## src/rtl/rr_arbiter_4_if.sv

```systemverilog
// rr_arbiter_4_if: request/grant bundle between requesters and the round-robin arbiter
//   en      - permits new grants (driven by master)
//   req     - level-sensitive request lines, bit i = requester i (driven by master)
//   done    - current owner releases its grant (driven by master)
//   grant   - registered one-hot grant, zero when idle (driven by slave)
//   busy    - registered, equals |grant (driven by slave)
//   timeout - one-cycle pulse on a forced release at the hold limit (driven by slave)
interface rr_arbiter_4_if;
    logic       en;
    logic [3:0] req;
    logic       done;
    logic [3:0] grant;
    logic       busy;
    logic       timeout;
    modport master (output en, req, done, input grant, busy, timeout);
    modport slave (input en, req, done, output grant, busy, timeout);
endinterface

```

## src/rtl/rr_arbiter_4.sv

```systemverilog
// rr_arbiter_4: four-way round-robin arbiter with registered one-hot grant and hold limit
//   MAX_HOLD - maximum consecutive grant cycles per ownership (1..255)
//   clk      - rising-edge clock
//   rst_n    - asynchronous active-low reset
//   arb      - slave side of rr_arbiter_4_if (en/req/done in, grant/busy/timeout out)
module rr_arbiter_4 #(
    parameter int MAX_HOLD = 8
) (
    input logic           clk,
    input logic           rst_n,
    rr_arbiter_4_if.slave arb
);
    typedef enum logic {IDLE, GRANT} state_t;
    state_t     state_q, state_d;
    logic [3:0] grant_q, grant_d;
    logic       busy_q, busy_d;
    logic       timeout_q, timeout_d;
    logic [1:0] ptr_q, ptr_d;
    logic [7:0] cnt_q, cnt_d;
    logic [1:0] win, owner;
    logic       hit, rel;
    always_ff @(posedge clk or negedge rst_n) begin
        if (!rst_n) begin
            state_q   <= IDLE;
            grant_q   <= '0;
            busy_q    <= 1'b0;
            timeout_q <= 1'b0;
            ptr_q     <= '0;
            cnt_q     <= '0;
        end else begin
            state_q   <= state_d;
            grant_q   <= grant_d;
            busy_q    <= busy_d;
            timeout_q <= timeout_d;
            ptr_q     <= ptr_d;
            cnt_q     <= cnt_d;
        end
    end
    // Scan from the farthest position back to ptr so the last hit is the first in search order.
    always_comb begin
        win = ptr_q;
        hit = 1'b0;
        for (int k = 3; k >= 0; k--) begin
            if (arb.req[ptr_q + 2'(k)]) begin
                win = ptr_q + 2'(k);
                hit = 1'b1;
            end
        end
    end
    assign owner = {grant_q[3] | grant_q[2], grant_q[3] | grant_q[1]};
    assign rel   = arb.done || !arb.req[owner] || cnt_q == 8'(MAX_HOLD);
    always_comb begin
        state_d   = state_q;
        grant_d   = grant_q;
        ptr_d     = ptr_q;
        cnt_d     = cnt_q;
        timeout_d = 1'b0;
        if (state_q == IDLE) begin
            if (arb.en && hit) begin
                state_d = GRANT;
                grant_d = 4'b0001 << win;
                cnt_d   = 8'd1;
            end
        end else if (rel) begin
            state_d   = IDLE;
            grant_d   = '0;
            ptr_d     = owner + 2'd1;
            cnt_d     = '0;
            // Only the hold limit is left once done and a dropped request are ruled out.
            timeout_d = !arb.done && arb.req[owner];
        end else begin
            cnt_d = cnt_q + 8'd1;
        end
        busy_d = |grant_d;
    end
    always_comb begin
        arb.grant   = grant_q;
        arb.busy    = busy_q;
        arb.timeout = timeout_q;
    end
endmodule

```

## src/flat_wrapper.sv

```systemverilog
// flat-port wrapper written by rule: the top's interface ports become plain ports
module rr_arbiter_4_flat 
#(
    parameter int MAX_HOLD = 8
)
  (clk, rst_n, arb_en, arb_req, arb_done, arb_grant, arb_busy, arb_timeout);
  rr_arbiter_4_if arb_i ();
  input logic clk;
  input logic rst_n;
  input wire logic [$bits(arb_i.en)-1:0] arb_en;
  input wire logic [$bits(arb_i.req)-1:0] arb_req;
  input wire logic [$bits(arb_i.done)-1:0] arb_done;
  output wire logic [$bits(arb_i.grant)-1:0] arb_grant;
  output wire logic [$bits(arb_i.busy)-1:0] arb_busy;
  output wire logic [$bits(arb_i.timeout)-1:0] arb_timeout;
  assign arb_i.en = arb_en;
  assign arb_i.req = arb_req;
  assign arb_i.done = arb_done;
  assign arb_grant = arb_i.grant;
  assign arb_busy = arb_i.busy;
  assign arb_timeout = arb_i.timeout;
  rr_arbiter_4 #(.MAX_HOLD(MAX_HOLD)) u_core (.clk(clk), .rst_n(rst_n), .arb(arb_i));
endmodule
```

## config.mk

```make
export PLATFORM = sky130hd
export DESIGN_NAME = rr_arbiter_4_flat
export DESIGN_NICKNAME = d
export VERILOG_FILES = /design/src/rtl/rr_arbiter_4_if.sv /design/src/rtl/rr_arbiter_4.sv /design/src/flat_wrapper.sv
export SDC_FILE = /design/constraint.sdc
export NUM_CORES = 1
export LEC_CHECK = 0
export ABC_AREA = 0
export CORE_MARGIN = 1.5
export CORE_UTILIZATION = 53
export CTS_BUF_LIST = sky130_fd_sc_hd__clkbuf_16
export DETAILED_ROUTE_END_ITERATION = 16
export HOLD_SLACK_MARGIN = 0.15
export PLACE_DENSITY = 0.74
export SYNTH_ARGS = -nofsm -noshare
export SYNTH_HDL_FRONTEND = slang
export SYNTH_SLANG_ARGS = --single-unit
```

## constraint.sdc

```tcl
create_clock -name clk -period 1.7 [get_ports clk]
set_input_delay 0.34 -clock clk [delete_from_list [all_inputs] [get_ports clk]]
set_output_delay 0.34 -clock clk [all_outputs]
set_load 0.05 [all_outputs]
```

# Word-level counts from Yosys, hierarchy flattened
# Cells that the tools add are included.
# totals
ff_bits	17
inputBits	8
output_inout_bits	6
wordCells	58
# classes
n_addsub	5
n_lt_le_gt_ge	5
n_eq_ne	1
n_shift	1
n_mux	29
bitwise	2
reduce_logical	9
# ops
cell	n
$mux W8	3
$lt A2 B3 Y1 const B	5
$mux W1	14
$mux W4	3
$bmux W1 S2	5
$add A8 B1 Y8 const B	1
$eq A8 B4 Y1 const B	1
$mux W2	4
$add A2 B1 Y2 const B	2
$add A2 B2 Y2 const B	2
$reduce_or A4 Y1	1
$shl A1 B2 Y4 const A	1
$logic_and A1 B1 Y1	2
$logic_not A1 Y1	2
$logic_or A1 B1 Y1	2
$or A1 B1 Y1	2
$reduce_and A2 Y1	1
$reduce_bool A2 Y1	1

# Longest topological paths before layout
# depth
word_depth	11
ltp_mapped	6
ltp_nobuf	6

# Worst setup path after synthesis
# Ideal clock, no wire load.
# synth_timing
path_type	register to register
from	reg u_core.grant_q[1] (netlist: u_core.arb.grant[1])
to	reg u_core.ptr_q[0]
setup_time_ns	0.125
arrival_time_ns	1.775
t_required_ns	1.575
setup_slack_ns	-0.200
stages_incl_launch_ff	7
path_buffers	1
period_less_slack_ns	1.900
path_cell_list	dfrtp_1 > buf_6 > mux2i_1 > nor4_4 > o21ai_2 > and2_4 > mux2_4
# synth_via
elab_chain_len	7
word_cells_on_any_way	8
classes_between	add/sub (1); mux (2); bitwise (1); reduce/logical (4)
# synth_rtl
item	line_no	rtl
from (decl)	rr_arbiter_4.sv:15	logic [3:0] grant_q, grant_d;
from (signal assigned)	rr_arbiter_4.sv:32	grant_q <= grant_d;
$or A1 B1 Y1 *	rr_arbiter_4.sv:50	assign owner = {grant_q[3] | grant_q[2], grant_q[3] | grant_q[1]};
$bmux W1 S2	rr_arbiter_4.sv:51	assign rel = arb.done || !arb.req[owner] || cnt_q == 8'(MAX_HOLD);
$mux W1 (not written as such)	rr_arbiter_4.sv:51	
$logic_not A1 Y1	rr_arbiter_4.sv:51	
$logic_or A1 B1 Y1 (2 in a row)	rr_arbiter_4.sv:51	
$reduce_and A2 Y1 (no line)	--	
to (signal assigned)	rr_arbiter_4.sv:35	ptr_q <= ptr_d;
to (decl)	rr_arbiter_4.sv:18	logic [1:0] ptr_q, ptr_d;
# Mark *: on every way between the ends. The rest lies on a longest branch, timed or not. The select of a mux whose other input is x is not followed.
# A chain may end at the register's enable or synchronous reset.

# Final worst setup path
# layout_timing
from	reg u_core.grant_q[3] (netlist: u_core.arb.grant[3])
to	reg u_core.ptr_q[0]
# layout_via
elab_chain_len	7
word_cells_on_any_way	9
classes_between	add/sub (1); mux (2); bitwise (2); reduce/logical (4)
# layout_rtl
item	line_no
$or A1 B1 Y1	rr_arbiter_4.sv:50
$bmux W1 S2	rr_arbiter_4.sv:51
$mux W1 (not written as such)	rr_arbiter_4.sv:51
$logic_not A1 Y1	rr_arbiter_4.sv:51
$logic_or A1 B1 Y1 (2 in a row)	rr_arbiter_4.sv:51
$reduce_and A2 Y1 (no line)	--
# Parallel ways exist; a longest one is shown, timed or not. The select of a mux whose other input is x is not followed.

==> reports/qor.csv <==
stage,metric,value,unit
setup_path,r2r_cells,5,
timing,max_slew_margin,0.7490,
placement,place.port_buffers,13,
synth,netlist_area,1031,um2
timing,hold_viol_final,0,
timing,hold-worst-slack,0.4219,ns
global_route,grt_pass1_wl,3.815,mm
setup_path,rr_endpoint,u_core.ptr_q[0]$_DFFE_PN0P_,
synth,synth_ff_type,dfrtp_1,
synth,ys_top_cells_by_count,"17 x dfrtp_1, 10 x nand2_1, 6 x nor2_1, 6 x nor2b_1, 5 x o21ai_0",
setup_path,crit_start,u_core.arb.grant[3]$_DFF_PN0_,
route,ant_nets,0,
route,first_pass_iters,4,
placement,gp_congestion,0.8461,
floorplan,die_area,2219,um2
route,top_layer,met4,
power_and_ir_drop,ir_drop,0.001242,V
synth,seq_area_frac_synth,0.4126,
synth,synth_top_area_frac,0.4126,
synth,synth_top_cell_by_area,dfrtp_1,
global_route,grt-ovfl-total,0,
hold_path,min_path_type,primary input to async pin,
route,drt-met1-wl,1.139,mm
floorplan,placementRows,15,
timing,worstMarginPinSlew,0.3736,ns
cts,cts_htree_levels,1,
setup_path,critPathArrivalTime,1.76,ns
synth,synth.distinct_cells,43,
final_layout,syn2layout_area_growth,36.77,%
setup_path,worstSetupEndpointType,flop,
cts,cts_buffers,3,
timing,fin_crit,1.622,ns
cts,cts.sinks,17,
placement,place_hpwl,1.758,mm
global_route,antenna_found_initial,0,
cts,path_clk_slew,0.05,ns
synth,synth.most_common_cell,dfrtp_1,
power_and_ir_drop,power.leakage,0.6260,nW
setup_path,crit_fanout,8,
route,routed_wirelength,2.489,mm
cts,cts_tree,yes,
cts,cts_buffer_depth,2,
route,drt_iter0_drc,22,
synth,synthCells,101,
floorplan,ios,14,
final_layout,nets,139,
floorplan,coreArea,1783,um2
global_route,grt_max_degree,18,
route,post_drt_via_cell_ratio,5.856,
timing,finalSetupViolCount,0,
timing,slew_violations,0,
timing,rsz0062_at_grt,false,
synth,yosys_warnings,0,
cts,clock_latency,0.25,ns
global_route,grt_usage,0.2550,
status,outcome,"complete, no violations",
synth,synth_area_leaders,"dfrtp_1 41%, a32o_1 3.9%, nand2_1 3.6%, nor2b_1 3.6%, mux2_4 2.9%",
route,route.detailed.drc,0,
job,max-cap-violations,0,
setup_path,cp-start-kind,flop,
synth,synth_area_per_cell,10.21,um2
route,wl_met3,69,um
cts,cts_root_buf,clkbuf_16,
timing,finClkSkew,0.003540,ns
setup_path,rrSetupSlack,0.08,ns
cts,postCtsHoldBufs,0,
final_layout,layout.cells.non_filler,153,
power_and_ir_drop,powerDensity,1546,nW/um2
setup_path,criticalPathCategory,flop to flop,
setup_path,crit_end,u_core.ptr_q[0]$_DFFE_PN0P_,
floorplan,start_util,0.5782,
route,wl_met2,1.220,mm
timing,max_freq,616.5,MHz
timing,fin_crit_sh,0.9542,
final_layout,n_antenna_cell,0,
setup_path,reg2reg_from,u_core.arb.grant[3]$_DFF_PN0_,
synth,synth_fp_nets,111,
placement,placed_cells,149,
route,wl_per_cell,16.27,um
synth,async_flop_share,1.000,
synth,yosys_register_bits,17,
route,num_vias,896,
global_route,grt_pass1_vias,825,
floorplan,die_w,47.11,um
final_layout,drive_gt1_frac,0.3047,
setup_path,critPathRequiredTime,1.83,ns
synth,synth_edf_count,0,
final_layout,fin_util,0.7909,
floorplan,die_h,47.11,um
[stage by stage]
| step | setup TNS, ns | cell area [um2] | setup slack [ns] | power [mW] |
|---|---|---|---|---|
| finish | 0 | 1410 | 0.07783 | 2.180 |
| global route | 0 | 1410 | 0.005052 | 2.287 |
| CTS | 0 | 1389 | 0.02323 | 2.180 |
| detailed placement | -3.977 | 1305 | -0.3189 | 1.694 |
| global placement | -3.588 | 1305 | -0.3077 | 1.657 |
| floorplan | -0.04423 | 1047 | -0.02211 | 1.308 |
[worst min-delay path by stage]
stage	start	end	slack (ns)	cells after the start
2_1_floorplan	rst_n	u_core.arb.busy$_DFF_PN0_	0.04	0
3_3_place_gp	u_core.cnt_q[7]$_DFFE_PN0P_	u_core.cnt_q[7]$_DFFE_PN0P_	0.51	1
3_5_place_dp	u_core.cnt_q[7]$_DFFE_PN0P_	u_core.cnt_q[7]$_DFFE_PN0P_	0.51	1
4_1_cts	rst_n	u_core.cnt_q[6]$_DFFE_PN0P_	0.43	2
5_1_grt	rst_n	u_core.cnt_q[6]$_DFFE_PN0P_	0.46	2
6_report	rst_n	u_core.ptr_q[1]$_DFFE_PN0P_	0.42	2
[sequential cells by signal, summed over array words and instances (netlist names)]
| register | cells |
|---|---|
| u_core.arb.busy | 1 |
| u_core.cnt_q | 8 |
| u_core.state_q | 1 |
| u_core.ptr_q | 2 |
| u_core.arb.grant | 4 |
| u_core.arb.timeout | 1 |
[cells in the final DEF (no fill, tap or decap), drive strengths merged, types with 2 or more instances in the layout]
cell | netlist | final
a21o | 2 | 2
a21oi | 3 | 3
a32o | 4 | 4
buf | 1 | 18
clkbuf | 1 | 3
clkdlybuf4s50 | 0 | 2
dfrtp | 17 | 17
dlygate4sd2 | 0 | 2
dlymetal6s2s | 0 | 3
ha | 2 | 2
inv | 3 | 4
mux2 | 2 | 2
nand2 | 10 | 10
nand2b | 4 | 4
nand3 | 2 | 2
nor2 | 7 | 7
nor2b | 6 | 6
nor4 | 3 | 3
o21ai | 10 | 10
o22ai | 3 | 3
o41a | 2 | 2
or3 | 2 | 2
[power breakdown]
part | leakage (nW) | internal (mW) | total [mW] | switching, mW
clock | 0.0423 | 0.313 | 0.469 | 0.156
combinational | 0.363 | 0.507 | 1.03 | 0.527
sequential | 0.220 | 0.511 | 0.677 | 0.165
[layout make-up]
cell class                      count  area, um2
Sequential cell                    17      429.2
Inverter                            3      11.26
Tap cell                           25      31.28
Clock inverter                      1      3.754
Timing Repair Buffer               25      247.7
Fill cell                         118      372.9
Clock buffer                        3      75.07
Multi-Input combinational cell     79      611.8
[logic make-up after synthesis]
logic type      after synthesis  share of synthesized area
buf+inv                       5                    0.02669
simple gates                 43                     0.2646
fa+ha+maj                     2                    0.02427
compound gates               29                     0.2160
xor+xnor                      2                    0.01699
flops                        17                     0.4126
mux                           3                    0.03884
[worst max-delay path, stage by stage, from the launching register on]
cell and delay (ns):
dfrtp_2 0.48, nand4bb_1 0.26, o22ai_4 0.21, o21ai_2 0.08, and2_4 0.19, mux2_4 0.29
[what timing repair did]
item,in CTS,in global routing
pin swaps,1,1
resized for setup,3,6
setup buffers,0,0
setup endpoints to repair,6,7
gates cloned,0,0
[per-layer routing]
metal | vias to the layer above | GRT usage
li1 | 438 | -
met1 | 433 | 0.3261
met2 | 19 | 0.4164
met3 | 6 | 0.04615
met4 | 0 | 0.1222
met5 | - | 0
Power figures use the tool's default switching activity.
